`config.mk`:
```
export PLATFORM = sky130hd
export DESIGN_NAME = ratio_clk_meter
export DESIGN_NICKNAME = d
export VERILOG_FILES = /design/src/rtl/ratio_clk_pkg.sv /design/src/rtl/ratio_edge_det.sv /design/src/rtl/ratio_clk_meter.sv
export SDC_FILE = /design/constraint.sdc
export NUM_CORES = 1
export LEC_CHECK = 0
export ABC_AREA = 1
export BUFFER_PORTS_ARGS = -buffer_cell sky130_fd_sc_hd__buf_2
export CAP_MARGIN = 20
export CORE_UTILIZATION = 57
export CTS_CLUSTER_DIAMETER = 40
export CTS_CLUSTER_SIZE = 30
export DETAILED_ROUTE_END_ITERATION = 8
export HOLD_SLACK_MARGIN = 0.1
export PLACE_DENSITY = 0.79
export SLEW_MARGIN = 25
export SYNTH_ARGS = -nofsm -noshare
export SYNTH_HDL_FRONTEND = slang
export SYNTH_SLANG_ARGS = --single-unit
```
`constraint.sdc`:
```
create_clock -name clk_i -period 2.3 [get_ports clk_i]
set_input_delay 0.115 -clock clk_i [delete_from_list [all_inputs] [get_ports clk_i]]
set_output_delay 0.115 -clock clk_i [all_outputs]
set_load 0.005 [all_outputs]
```
`src/rtl/ratio_clk_pkg.sv`:
```
`default_nettype none
// ============================================================================
// Module   : ratio_clk_pkg
// Brief    : Shared types and defaults for the ratio clock generator/monitor.
// Revision : 1.0 - initial release
// ============================================================================
package ratio_clk_pkg;

  // Measurement FSM states of the clock meter.
  typedef enum logic [1:0] {
    ST_IDLE = 2'd0,
    ST_ARM  = 2'd1,
    ST_MEAS = 2'd2
  } meter_state_e;

  localparam int DEF_CNT_W    = 16;
  localparam int DEF_LOCK_CNT = 4;
  // Wide enough for any lock threshold in 1..15.
  localparam int MATCH_W      = 4;

endpackage : ratio_clk_pkg
`default_nettype wire

```
`src/rtl/ratio_edge_det.sv`:
```
`default_nettype none
// ============================================================================
// Module   : ratio_edge_det
// Brief    : One-register rising-edge detector for a signal that is already
//            synchronous to clk_i.
// Revision : 1.0 - initial release
// ============================================================================
module ratio_edge_det (
  input  logic clk_i,
  input  logic arst_i,
  input  logic d_i,
  output logic rise_o
);

  logic prev_q;
  logic prev_d;

  // Next history value is simply the current input.
  always_comb begin
    prev_d = d_i;
  end

  // History register, cleared by the asynchronous reset.
  always_ff @(posedge clk_i or posedge arst_i) begin
    if (arst_i) prev_q <= 1'b0;
    else        prev_q <= prev_d;
  end

  assign rise_o = d_i & ~prev_q;

endmodule : ratio_edge_det
`default_nettype wire

```
`src/rtl/ratio_clk_meter.sv`:
```
`default_nettype none
// ============================================================================
// Module   : ratio_clk_meter
// Brief    : Measures period and high time of a clk_i-domain divided clock,
//            compares the period with an expected value and reports lock
//            and stuck-input overflow.
// Revision : 1.0 - initial release
// ============================================================================
module ratio_clk_meter
  import ratio_clk_pkg::*;
#(
  parameter int CNT_W    = DEF_CNT_W,
  parameter int LOCK_CNT = DEF_LOCK_CNT
) (
  input  logic             clk_i,
  input  logic             arst_i,
  input  logic             en_i,
  input  logic             ratio_clk_i,
  input  logic [CNT_W-1:0] exp_period_i,
  output logic [CNT_W-1:0] period_o,
  output logic [CNT_W-1:0] high_o,
  output logic             valid_o,
  output logic             locked_o,
  output logic             ovf_o
);

  localparam logic [MATCH_W-1:0] LOCK_TGT = MATCH_W'(LOCK_CNT);
  localparam logic [CNT_W-1:0]   CNT_MAX  = {CNT_W{1'b1}};
  localparam logic [CNT_W-1:0]   CNT_ONE  = CNT_W'(1);

  meter_state_e       state_q, state_d;
  logic [CNT_W-1:0]   period_cnt_q, period_cnt_d;
  logic [CNT_W-1:0]   high_cnt_q, high_cnt_d;
  logic [CNT_W-1:0]   period_q, period_d;
  logic [CNT_W-1:0]   high_q, high_d;
  logic [MATCH_W-1:0] match_cnt_q, match_cnt_d;
  logic               valid_q, valid_d;
  logic               locked_q, locked_d;
  logic               ovf_q, ovf_d;
  logic               rise;

  ratio_edge_det u_edge (
    .clk_i  (clk_i),
    .arst_i (arst_i),
    .d_i    (ratio_clk_i),
    .rise_o (rise)
  );

  // Next-state, counter, result and lock logic for the measurement FSM.
  always_comb begin
    state_d      = state_q;
    period_cnt_d = period_cnt_q;
    high_cnt_d   = high_cnt_q;
    period_d     = period_q;
    high_d       = high_q;
    match_cnt_d  = match_cnt_q;
    valid_d      = 1'b0;
    locked_d     = locked_q;
    ovf_d        = ovf_q;

    if (!en_i) begin
      // Disable discards any in-flight measurement; results are held.
      state_d      = ST_IDLE;
      period_cnt_d = '0;
      high_cnt_d   = '0;
      match_cnt_d  = '0;
      locked_d     = 1'b0;
      ovf_d        = 1'b0;
    end else begin
      unique case (state_q)
        ST_IDLE: begin
          state_d      = ST_ARM;
          period_cnt_d = '0;
          high_cnt_d   = '0;
          match_cnt_d  = '0;
          locked_d     = 1'b0;
          ovf_d        = 1'b0;
        end
        ST_ARM: begin
          // The arming rise opens a measurement window but reports nothing.
          if (rise) begin
            period_cnt_d = CNT_ONE;
            high_cnt_d   = CNT_ONE;
            state_d      = ST_MEAS;
          end
        end
        ST_MEAS: begin
          if (rise) begin
            period_d     = period_cnt_q;
            high_d       = high_cnt_q;
            valid_d      = 1'b1;
            ovf_d        = 1'b0;
            period_cnt_d = CNT_ONE;
            high_cnt_d   = CNT_ONE;
            // A zero expected period can never equal a real measurement.
            if ((period_cnt_q == exp_period_i) && (exp_period_i != '0)) begin
              if (match_cnt_q != LOCK_TGT) match_cnt_d = match_cnt_q + 1'b1;
            end else begin
              match_cnt_d = '0;
            end
            locked_d = (match_cnt_d == LOCK_TGT);
          end else if (period_cnt_q == CNT_MAX) begin
            // Input stuck or slower than the counter range: re-arm.
            ovf_d        = 1'b1;
            locked_d     = 1'b0;
            match_cnt_d  = '0;
            period_cnt_d = '0;
            high_cnt_d   = '0;
            state_d      = ST_ARM;
          end else begin
            period_cnt_d = period_cnt_q + CNT_ONE;
            high_cnt_d   = high_cnt_q + CNT_W'(ratio_clk_i);
          end
        end
        default: state_d = ST_IDLE;
      endcase
    end
  end

  // State and result registers with asynchronous clear.
  always_ff @(posedge clk_i or posedge arst_i) begin
    if (arst_i) begin
      state_q      <= ST_IDLE;
      period_cnt_q <= '0;
      high_cnt_q   <= '0;
      period_q     <= '0;
      high_q       <= '0;
      match_cnt_q  <= '0;
      valid_q      <= 1'b0;
      locked_q     <= 1'b0;
      ovf_q        <= 1'b0;
    end else begin
      state_q      <= state_d;
      period_cnt_q <= period_cnt_d;
      high_cnt_q   <= high_cnt_d;
      period_q     <= period_d;
      high_q       <= high_d;
      match_cnt_q  <= match_cnt_d;
      valid_q      <= valid_d;
      locked_q     <= locked_d;
      ovf_q        <= ovf_d;
    end
  end

  assign period_o = period_q;
  assign high_o   = high_q;
  assign valid_o  = valid_q;
  assign locked_o = locked_q;
  assign ovf_o    = ovf_q;

endmodule : ratio_clk_meter
`default_nettype wire

```
**Yosys cells after proc, flatten, opt, wreduce, memory -nomap -nowiden**

Cells that the tools add are included.

- Logic and storage cells: 68
- Register bits: 74
- Bits of input ports: 20

- Mux-type cells: 34
- Eq/ne operators: 12
- Reductions and logical operators: 7
- $add $sub $neg: 3
- Bitwise logic cells: 2

Operator list:

| operator | number |
|---|---|
| $mux 16 | 7 |
| $pmux 16 s3 | 2 |
| $mux 4 | 8 |
| $add 16x1->16 | 1 |
| $add 16x1->16 const B | 1 |
| $eq 16x16->1 | 1 |
| $eq 16x16->1 const B | 1 |
| $reduce_bool 16->1 | 1 |
| $mux 1 | 9 |
| $ne 3x3->1 const B | 3 |
| $mux 2 | 4 |
| $pmux 4 s2 | 1 |
| $pmux 2 s3 | 1 |
| $reduce_and 3->1 | 2 |
| $add 4x1->4 const B | 1 |
| $eq 4x3->1 const B | 1 |
| $ne 4x1->1 const B | 1 |
| $ne 4x3->1 const B | 1 |
| $ne 4x4->1 const B | 1 |
| $pmux 1 s2 | 2 |
| $reduce_and 2->1 | 2 |
| $ne 3x1->1 const B | 1 |
| $eq 2x1->1 const B | 1 |
| $eq 2x2->1 const B | 1 |
| other kinds (4) | 4 |

**Longest topological paths before layout**

Gate-level depths: netlist (run 1).

- Depth after elaboration: 10
- Mapped depth: 13
- Gate-level depth less buffers: 12

**By module**

A second synthesis (run 1) with hierarchy kept.

- Cell total of the unflattened synthesis: 502
- Area, all modules: 3844.9 µm²

By module, submodules not included:

| module | cells an instance | times used | area each (µm²) |
|---|---|---|---|
| ratio_clk_meter | 498 | 1 | 3806.2 |
| ratio_edge_det | 4 | 1 | 38.8 |

**Worst setup path after synthesis (run 1)**

No wires, ideal clock.

- Path type: register -> register
- Start: reg state_q[0]
- End: reg high_cnt_q[14]
- Slack: 0.555 ns
- Clock period less this slack: 1.745 ns
- Setup time: 0.123 ns
- Arrival time: 1.622 ns
- Cell stages (with the launch flop): 12
- Required time: 2.177 ns
- Cell sequence: dfrtp_1 -> inv_1 -> ha_1 -> nor2_1 -> nand2_1 -> nand2_2 -> nor2_1 -> nand2_1 -> nor2_1 -> nand2_1 -> o21ai_0 -> a21oi_1

- Cells in the longest elaborated chain, start to end: 3
- Elaborated cells between the ends (all ways): 8
- Classes of those cells: eq/ne: 4; mux: 2; reduce/logical: 2

Ends and longest elaborated chain:

| what | RTL line | source |
|---|---|---|
| from (decl) | ratio_clk_meter.sv:31 | `meter_state_e state_q, state_d;` |
| from (signal assigned) | ratio_clk_meter.sv:133 | `state_q <= state_d;` |
| $eq 2x2->1 (tied with other cells) | ratio_clk_meter.sv:70 | `unique case (state_q)` |
| $pmux 16 s3 (tied with other cells) | ratio_clk_meter.sv:70 |  |
| $mux 16 or $reduce_and 2->1 (tied branches) | n/a |  |
| to (signal assigned) | ratio_clk_meter.sv:135 | `high_cnt_q <= high_cnt_d;` |
| to (decl) | ratio_clk_meter.sv:33 | `logic [CNT_W-1:0] high_cnt_q, high_cnt_d;` |

Several ways; a longest one is shown, not always the timed one.
A chain may end at the register's enable or synchronous reset.

**Worst setup path after layout (run 1)**

- Start: reg state_q[0]
- End: reg period_cnt_q[11]

- Cells in the longest elaborated chain, start to end: 3
- Elaborated cells between the ends (all ways): 8
- Classes of those cells: eq/ne: 4; mux: 2; reduce/logical: 2

Ends and longest elaborated chain:

| what | RTL line | source |
|---|---|---|
| $eq 2x2->1 (tied with other cells) | ratio_clk_meter.sv:70 |  |
| $pmux 16 s3 (tied with other cells) | ratio_clk_meter.sv:70 |  |
| $mux 16 or $reduce_and 2->1 (tied branches) | n/a |  |
| to (signal assigned) | ratio_clk_meter.sv:134 | `period_cnt_q <= period_cnt_d;` |
| to (decl) | ratio_clk_meter.sv:32 | `logic [CNT_W-1:0] period_cnt_q, period_cnt_d;` |

Several ways; a longest one is shown, not always the timed one.

==> metrics.yaml, run 1 <==
setup_path:
  cp.required_ps: 2560
  cp.buffers_inverters: 4
  reg2reg_depth: 10
  path_delay_family: "simple AND/OR/NAND/NOR gates"
  worst_setup_path_end_kind: "flop"
  critPathSlowestCell: "dfrtp_1"
  arrival_ps: 2380
  reg2reg_from: "state_q[0]$_DFFE_PP0P_"
  cp_max_fo: 12
  ff2ff_setup_slack_ps: 190
  reg2reg_to: "period_cnt_q[11]$_DFFE_PP0P_"
  max_stage_delay_ps: 400
  crit_type: "flop to flop"
  crit_chain: "inv_1, ha_1, nor2_1, nand2_1, nand2_2, clkinvlp_4, nand2_4, inv_2, buf_4, nor3_2"
  worst_setup_path_start_kind: "flop"
synth:
  ys_types: 32
  synth-seq-area-share: 0.476
  yosys_warnings: 0
  synth_fp_nets: 523
  netlist_instances: 494
  syn_area_um2: 3890
  yosysTopAreaCell: "dfrtp_1"
  yosys.area.top_type_share: 0.476
  avgSynthCellArea_um2: 7.87
  synth_area_leaders: "dfrtp_1, nand2_1, inv_1"
  synth-seq-cells: 74
final_layout:
  layout_common_cells: "nand2_1, dfrtp_1, inv_1"
  final_area_um2: 4550
  finalNetCount: 591
  layout_commonest_cell: "nand2_1"
  areaGrowthSynthToFinish_pct: 17.2
  final_util: 0.705
  drive_gt1_frac: 0.194
  diodes: 0
timing:
  finalClockSkew_ps: 9.30
  rsz0062_at_grt: "false"
  hold_viol: 0
  setup_tns_ps: 0
  finalCriticalPeriod_ps: 2110
  slew_viol_final: 0
  post-route-period-util: 0.918
  worst_slack_ps: 189
  worstMarginPinSlew_ps: 528
  setup_viol_count_final: 0
  slew_headroom: 0.647
  max_freq_mhz: 474
grt:
  grt_start_max_net_pins: 40
  grt_pass1_wl_um: 14800
  track_usage: 0.260
  antenna_found_initial: 0
  grt_pass1_vias: 3320
  grt-ovfl-total: 0
clock_tree:
  clk_pin_slew_worst_paths_ps: 80
  clk_latency_ps: 350
  clk_path_buf_depth: 2
  htree_levels: 3
  root_buffer: "clkbuf_8"
  numClockSinks: 74
  cts_tree: "built"
  cts_buffers: 9
placed_design:
  portBuffers: 54
  place_ws_ps: 194
  dpl_cell_area_um2: 4270
  routabilityCongestion: 0.879
  dp_hpwl_um: 6300
drt:
  routed_wl_um: 8640
  antenna_left: 0
  wl_per_cell_um: 13.4
  drt-vias-per-instance: 5.26
  drc_errors: 2
  drt-initial-drc-count: 243
  num_vias: 3386
  dr.pass1.iters: 9
die:
  num_rows: 29
  core_um2: 6460
  dieArea_um2: 7150
  io_pins: 55
  die_w_um: 84.6
  start_util: 0.602
  dieHeight_um: 84.6
power_and_ir_drop:
  power_density_nw_per_um2: 727
  seqPwrFrac: 0.420
  leakagePower_nw: 2.25
  power_frac_comb: 0.243
  pwr-share-clk: 0.338
  ir_worst_vdd_mv: 0.656
  netSwitchingFraction: 0.320
  finalPower_mw: 3.31
  p_int_mw: 2.25
  p_sw_mw: 1.06
min_path:
  hold_end: "valid_o$_DFF_PP0_"
  min_path_type: "input pin to flop"
  min-delay-start: "en_i"
  whs_path_depth: 3
status:
  outcome: "finished, violations left"
  violations: "design-rule violations"
run:
  cap_violations: 0
## per-stage QoR
step,std cells,hold slack [ps]
floorplan,494,146
global placement,622,184
detailed placement,622,189
CTS,640,138
global route,644,149
finish,644,149
## how the worst max path moves through the flow
stage | from | end | slack, ps | cells past startpoint
2_1_floorplan | arst_i | high_cnt_q[0]$_DFFE_PP0P_ | 300 | 1
3_3_place_gp | state_q[0]$_DFFE_PP0P_ | period_cnt_q[4]$_DFFE_PP0P_ | 350 | 10
3_5_place_dp | state_q[0]$_DFFE_PP0P_ | period_cnt_q[14]$_DFFE_PP0P_ | 190 | 9
4_1_cts | state_q[0]$_DFFE_PP0P_ | period_cnt_q[14]$_DFFE_PP0P_ | 150 | 9
5_1_grt | state_q[0]$_DFFE_PP0P_ | period_cnt_q[15]$_DFFE_PP0P_ | 20 | 12
6_report | state_q[0]$_DFFE_PP0P_ | period_cnt_q[11]$_DFFE_PP0P_ | 190 | 10
## area by class of cell
| cell class | count | area, um^2 |
|---|---|---|
| Inverter | 70 | 267 |
| Multi-Input combinational cell | 339 | 1720 |
| Tap cell | 77 | 96.3 |
| Sequential cell | 74 | 1850 |
| Fill cell | 528 | 1900 |
| Timing Repair Buffer | 68 | 405 |
| Clock inverter | 7 | 92.6 |
| Clock buffer | 9 | 124 |
## cell usage after synthesis
cell / number
a21boi_0: 1
ha_1: 9
o21bai_1: 1
nand2_4: 1
o31ai_1: 1
buf_2: 1
clkinv_1: 1
buf_4: 1
nand2_2: 5
nor2_2: 3
o21ai_1: 2
nor3_1: 8
nand3_1: 20
xor2_1: 7
nand4_1: 9
nor4_1: 1
nor2_4: 5
nor3_2: 4
a211oi_2: 1
a21oi_1: 9
or2_2: 1
dfrtp_1: 74
nor2_1: 54
buf_6: 3
inv_1: 66
nand2_1: 135
inv_2: 3
o211a_1: 1
clkbuf_1: 6
xnor2_1: 11
o21ai_0: 49
nor3b_2: 1
## tightest hold or removal path: stages
cell and delay [ps]:
buf_2 150, nand2_2 120, nor2_4 70
## flip-flops by register name, summed over array words and instances, names as in the netlist
name / flops
period_cnt_q: 16
match_cnt_q: 4
high_cnt_q: 16
high_o: 16
ovf_o: 1
state_q: 2
valid_o: 1
u_edge.prev_q: 1
period_o: 16
locked_o: 1
## logic make-up after synthesis
group                      Yosys count  share of synthesized area
xor gates and xnor gates            18                     0.0406
adders and majority gates            9                     0.0290
AOI/OAI and AO/OA                   65                     0.0888
buffers and inverters               81                     0.0853
and+or+nand+nor                    247                      0.280
DFF                                 74                      0.476
## power groups by stage
stage,sequential [mW],clock (mW),combinational [mW]
after floorplan,1.40,0,0.525
after global placement,1.41,0,0.694
after detailed placement,1.41,0,0.713
after CTS,1.39,1.13,0.731
after global routing,1.39,1.18,0.887
final,1.39,1.12,0.803
## layer usage
metal | track usage | up-vias | wire, um
li1 | - | 1686 | -
met1 | 0.355 | 1574 | 3970
met2 | 0.421 | 102 | 4050
met3 | 0.0403 | 24 | 420
met4 | 0.0986 | 0 | 193
met5 | 0 | - | 0
## timing repair
| action | CTS | global route |
|---|---|---|
| setup buffers | 0 | 4 |
| endpoints found under the hold margin | 26 | 0 |
| resized for setup | 0 | 4 |
| endpoints found under the setup margin | 0 | 2 |
| hold buffers | 2 | 0 |
No activity file was read; power rests on OpenSTA's default activity.
==> run 2, diff against run 1 <==
Settings changed: REMOVE_ABC_BUFFERS set to 1.
==> metrics.yaml, run 2 (synthesis gave the netlist of run 1 again) <==
setup_path:
  cp_max_fo: 10  # -2
  ff2ff_setup_slack_ps: 290  # +100 ps
  cp.required_ps: 2560  # about the same
  arrival_ps: 2260  # -120 ps
  crit_type: "flop to flop"
  worst_setup_path_start_kind: "flop"
  worst_setup_path_end_kind: "flop"
power_and_ir_drop:
  p_int_mw: 2.08  # -7.7%
  power_frac_comb: 0.215  # -0.028
  netSwitchingFraction: 0.327  # +0.00727
  seqPwrFrac: 0.448  # +0.028
  pwr-share-clk: 0.337  # about the same
  power_density_nw_per_um2: 691  # -4.9%
  ir_worst_vdd_mv: 0.540  # -18%
  leakagePower_nw: 2.18  # -3.2%
  p_sw_mw: 1.01  # -4.6%
timing:
  worst_slack_ps: 291  # +103 ps
  finalClockSkew_ps: 11.8  # +2.49 ps
  rsz0062_at_grt: "false"
  worstMarginPinSlew_ps: 764  # +235 ps
  post-route-period-util: 0.873  # -0.0446
  slew_headroom: 0.490  # -0.157
  max_freq_mhz: 498  # +5.1%
  hold_ws_ps: 117  # -32.8 ps
  hold_viol: 0  # unchanged
  slew_viol_final: 0  # unchanged
  finalCriticalPeriod_ps: 2010  # -103 ps
  setup_viol_count_final: 0  # unchanged
drt:
  antenna_left: 0  # unchanged
  drc_errors: 3  # +1
  drt-vias-per-instance: 5.26  # about the same
  routed_wl_um: 8310  # -3.8%
  wl_per_cell_um: 13.1  # -2.7%
  drt-initial-drc-count: 215  # -12%
  num_vias: 3352  # -1.0%
  dr.pass1.iters: 9  # unchanged
die:
  dieHeight_um: 84.6  # unchanged
  die_w_um: 84.6  # unchanged
  dieArea_um2: 7150  # unchanged
  num_rows: 29  # unchanged
  core_um2: 6460  # unchanged
  io_pins: 55  # unchanged
  start_util: 0.602  # unchanged
clock_tree:
  cts_tree: "built"
  clk_pin_slew_worst_paths_ps: 80  # about the same
  cts_buffers: 9  # unchanged
  clk_path_buf_depth: 2  # unchanged
  numClockSinks: 74  # unchanged
  root_buffer: "clkbuf_8"
  clk_latency_ps: 360  # about the same
  htree_levels: 3  # unchanged
final_layout:
  layout_common_cells: "nand2_1, dfrtp_1, inv_1"
  drive_gt1_frac: 0.182  # -0.0119
  areaGrowthSynthToFinish_pct: 14.9
  layout_commonest_cell: "nand2_1"
  final_util: 0.692  # -0.0136
  finalNetCount: 584  # -1.2%
  fillers: 542  # +2.7%
  final_cells: 637  # -1.1%
  diodes: 0  # unchanged
grt:
  grt-ovfl-total: 0  # unchanged
  grt_start_max_net_pins: 40  # unchanged
  track_usage: 0.258  # -0.00177
  grt_pass1_vias: 3109  # -6.4%
  grt_pass1_wl_um: 14400  # -2.3%
  antenna_found_initial: 0  # unchanged
status:
  violations: "design-rule violations"
  outcome: "finished, violations left"
placed_design:
  portBuffers: 54  # unchanged
  routabilityCongestion: 0.871  # -0.86%
  post-place-cells: 619  # -0.48%
  dp_hpwl_um: 6150  # -2.4%
  place_ws_ps: 152  # -41.5 ps
run:
  cap_violations: 0  # unchanged
min_path:
  min_path_type: "input pin to flop"
-- run 2: cell count changes in the layout (fill, tap and decap cells not counted), sizes merged --
cell / before / now
clkinv: 5 / 2
buf: 66 / 59
inv: 69 / 70
bufinv: 2 / 1
clkinvlp: 1 / 2
clkbuf: 9 / 11
-- run 2: critical path, stage by stage, from the launching register on --
cell and delay (ps):
dfrtp_1 420, inv_2 110, ha_2 220, nor2_1 70, nand2_1 80, nand2_2 150
buf_4 200, nor2_4 120, nand2_1 90, nor2_2 150, nand2_1 110, o21ai_1 140
nor2_1 50
-- run 2: what timing repair did --
item / CTS / global route
resized for setup: 0 / 5
setup endpoints to repair: 0 / 23
buffers inserted: 0 / 0
hold buffers: 2 / 0
hold endpoints to repair: 36 / 0
-- run 2: stage by stage --
stage               cell area (um^2)  power (mW)  TNS [ps]
finish                          4470        3.09         0
global route                    4470        3.25         0
CTS                             4460        3.09         0
detailed placement              4240        2.05         0
global placement                4240        2.04         0
floorplan                       3820        1.84      -171
-- run 2: final timing paths --
path	start	to	depth (start not counted)
worst min-delay path	en_i	valid_o$_DFF_PP0_	3
min in group asynchronous	arst_i	period_o[5]$_DFFE_PP0P_	3
worst max register to register	state_q[0]$_DFFE_PP0P_	high_cnt_q[15]$_DFFE_PP0P_	12
worst max-delay path	state_q[0]$_DFFE_PP0P_	high_cnt_q[15]$_DFFE_PP0P_	12
max in group asynchronous	arst_i	period_cnt_q[12]$_DFFE_PP0P_	4
worst min register to register	period_o[1]$_DFFE_PP0P_	period_o[1]$_DFFE_PP0P_	2
-- run 2: cell type report --
cell class	instances	area, um^2	share of cell area
Sequential cell	74	1850	0.415
Multi-Input combinational cell	339	1710	0.383
Timing Repair Buffer	61	340	0.0762
Inverter	70	265	0.0594
Clock buffer	11	141	0.0317
Tap cell	77	96.3	0.0216
Clock inverter	5	62.6	0.0140
-- run 2: power by group through the flow --
stage,clock (mW),sequential [mW],combinational (mW)
finish,1.04,1.38,0.664
global route,1.10,1.39,0.758
CTS,1.05,1.38,0.655
detailed placement,0,1.41,0.646
global placement,0,1.40,0.631
floorplan,0,1.40,0.439
-- run 2: per-layer routing --
metal | global-route usage | part of all wire | vias to the layer above
met5 | 0 | 0 | -
met1 | 0.351 | 0.48 | 1561
met4 | 0.116 | 0.025 | 0
li1 | - | - | 1673
met2 | 0.411 | 0.45 | 97
met3 | 0.0403 | 0.046 | 21
==> run 3, diff against run 2 <==
Settings changed: CORE_UTILIZATION 57 to 52, PLACE_DENSITY 0.79 to 0.76, REMOVE_ABC_BUFFERS 1 to unset.
Clock period 2.3 ns to 1.8 ns, I/O delays scaled along.
==> metrics.yaml, run 3 (synthesis gave the netlist of run 1 again) <==
clock_tree:
  root_buffer: "clkbuf_8"
  clk_latency_ps: 360  # about the same
  htree_levels: 3  # unchanged
  clk_pin_slew_worst_paths_ps: 80  # about the same
  numClockSinks: 74  # unchanged
  clk_path_buf_depth: 2  # unchanged
  cts_tree: "built"
  cts_buffers: 9  # unchanged
die:
  core_um2: 7250  # +12%
  io_pins: 55  # unchanged
  dieHeight_um: 88.5  # +4.6%
  start_util: 0.536  # -0.0659
  num_rows: 31  # +6.9%
  dieArea_um2: 7830  # +9.4%
  die_w_um: 88.5  # +4.6%
grt:
  grt-ovfl-total: 0  # unchanged
  grt_start_max_net_pins: 75  # +88%
  grt_pass1_vias: 3303  # +6.2%
  track_usage: 0.257  # -0.00135
  antenna_found_initial: 0  # unchanged
  grt_pass1_wl_um: 15100  # +4.9%
drt:
  drt-initial-drc-count: 161  # -25%
  antenna_left: 0  # unchanged
  drc_errors: 0  # -3
  wl_met2_um: 4780  # +27%
  drt-vias-per-instance: 5.24  # -0.47%
  dr.pass1.iters: 5  # -4
  wl_met3_um: 587  # +52%
  wl_per_cell_um: 14.3  # +9.4%
  num_vias: 3614  # +7.8%
  routed_wl_um: 9850  # +19%
  maxUsedRoutingLayer: "met4"
  drt-met1-wl_um: 4140  # +4.6%
min_path:
  min_path_type: "input pin to flop"
setup_path:
  worst_setup_path_start_kind: "flop"
  reg2reg_from: "state_q[0]$_DFFE_PP0P_"
  cp.required_ps: 2040  # -520 ps
  reg2reg_depth: 13  # +1
  cp_max_fo: 4  # -6
  critPathLaunch: "state_q[0]$_DFFE_PP0P_"
  critical_path.endpoint: "period_cnt_q[15]$_DFFE_PP0P_"
  ff2ff_setup_slack_ps: 20  # -270 ps
  worst_setup_path_end_kind: "flop"
  crit_type: "flop to flop"
  arrival_ps: 2020  # -240 ps
  reg2reg_to: "period_cnt_q[15]$_DFFE_PP0P_"
final_layout:
  layout_common_cells: "nand2_1, dfrtp_1, inv_1"
  finalNetCount: 615  # +5.3%
  drive_gt1_frac: 0.274  # +0.0920
  areaGrowthSynthToFinish_pct: 28.1
  layout_commonest_cell: "nand2_1"
  final_area_um2: 4980  # +12%
  fillers: 581  # +7.2%
  diodes: 0  # unchanged
power_and_ir_drop:
  finalPower_mw: 4.84  # +57%
  power_density_nw_per_um2: 973  # +41%
  ir_worst_vdd_mv: 0.651  # +20%
  leakagePower_nw: 2.42  # +11%
status:
  outcome: "completed"
placed_design:
  place_ws_ps: -152  # -305 ps
  portBuffers: 54  # unchanged
  routabilityCongestion: 0.829  # -4.8%
  dp_hpwl_um: 6440  # +4.9%
  dpl_cell_area_um2: 4410  # +4.2%
timing:
  hold_viol: 0  # unchanged
  worst_slack_ps: 21.8  # -270 ps
  finalClockSkew_ps: 6.30  # -5.49 ps
  post-route-period-util: 0.988  # +0.115
  max_freq_mhz: 562  # +13%
  slew_viol_final: 0  # unchanged
  setup_viol_count_final: 0  # unchanged
  rsz0062_at_grt: "true"
  worstMarginPinSlew_ps: 514  # -250 ps
  slew_headroom: 0.655  # +0.165
  finalCriticalPeriod_ps: 1780  # -230 ps
run:
  cap_violations: 0  # unchanged
run 3: power by group:
part / internal (mW) / switching [mW]
clock network: 0.829 / 0.659
logic: 0.719 / 0.877
registers: 1.72 / 0.0427
total: 3.27 / 1.58
run 3: layout make-up:
| class | count | area [um^2] | area share |
|---|---|---|---|
| timing repair buffer | 92 | 616 | 0.124 |
| multi-input combinational | 339 | 1890 | 0.380 |
| clock buffer | 11 | 141 | 0.0284 |
| inverter | 70 | 270 | 0.0543 |
| sequential | 74 | 1850 | 0.372 |
| tap | 99 | 124 | 0.0249 |
| clock inverter | 5 | 86.3 | 0.0173 |
run 3: how the worst min path moves through the flow:
stage,startpoint,endpoint,slack [ps],depth (start not counted)
floorplan,ratio_clk_i,u_edge.prev_q$_DFF_PP0_,120,0
global placement,arst_i,period_o[8]$_DFFE_PP0P_,230,3
detailed placement,arst_i,period_o[6]$_DFFE_PP0P_,230,3
CTS,exp_period_i[9],locked_o$_DFFE_PP0P_,230,6
global route,exp_period_i[9],locked_o$_DFFE_PP0P_,280,6
finish,exp_period_i[9],locked_o$_DFFE_PP0P_,230,6
run 3: repair_timing:
item                                   4_1_cts  5_1_grt
pin swaps                                    5       13
setup buffers                               10        4
setup endpoints to repair                   14       38
hold buffers                                 3        0
resized for setup                           18       41
endpoints found under the hold margin       76        0
run 3: metrics by stage:
step | utilization | TNS (ps) | instances | hold slack, ps
floorplan | - | 0 | 494 | 121
global placement | 0.608 | -17.5 | 657 | 228
detailed placement | 0.608 | -642 | 657 | 231
CTS | 0.662 | -13.9 | 686 | 229
global route | 0.687 | -505 | 690 | 275
finish | 0.687 | 0 | 690 | 233
run 3: routing by layer:
| metal | global-route usage | vias up |
|---|---|---|
| li1 | - | 1739 |
| met1 | 0.328 | 1699 |
| met2 | 0.427 | 138 |
| met3 | 0.0588 | 38 |
| met4 | 0.0953 | 0 |
| met5 | 0 | - |
run 3: worst max-delay path: stages, from the launching register on:
cell and delay (ps):
dfrtp_1 400, inv_2 100, buf_6 120, ha_4 120, nor2_2 40, nand2_2 80
nand2_4 80, buf_6 130, nor2_4 120, nand2_4 80, nor3_4 180, nand2_1 90
nand2_1 90, a21oi_2 30
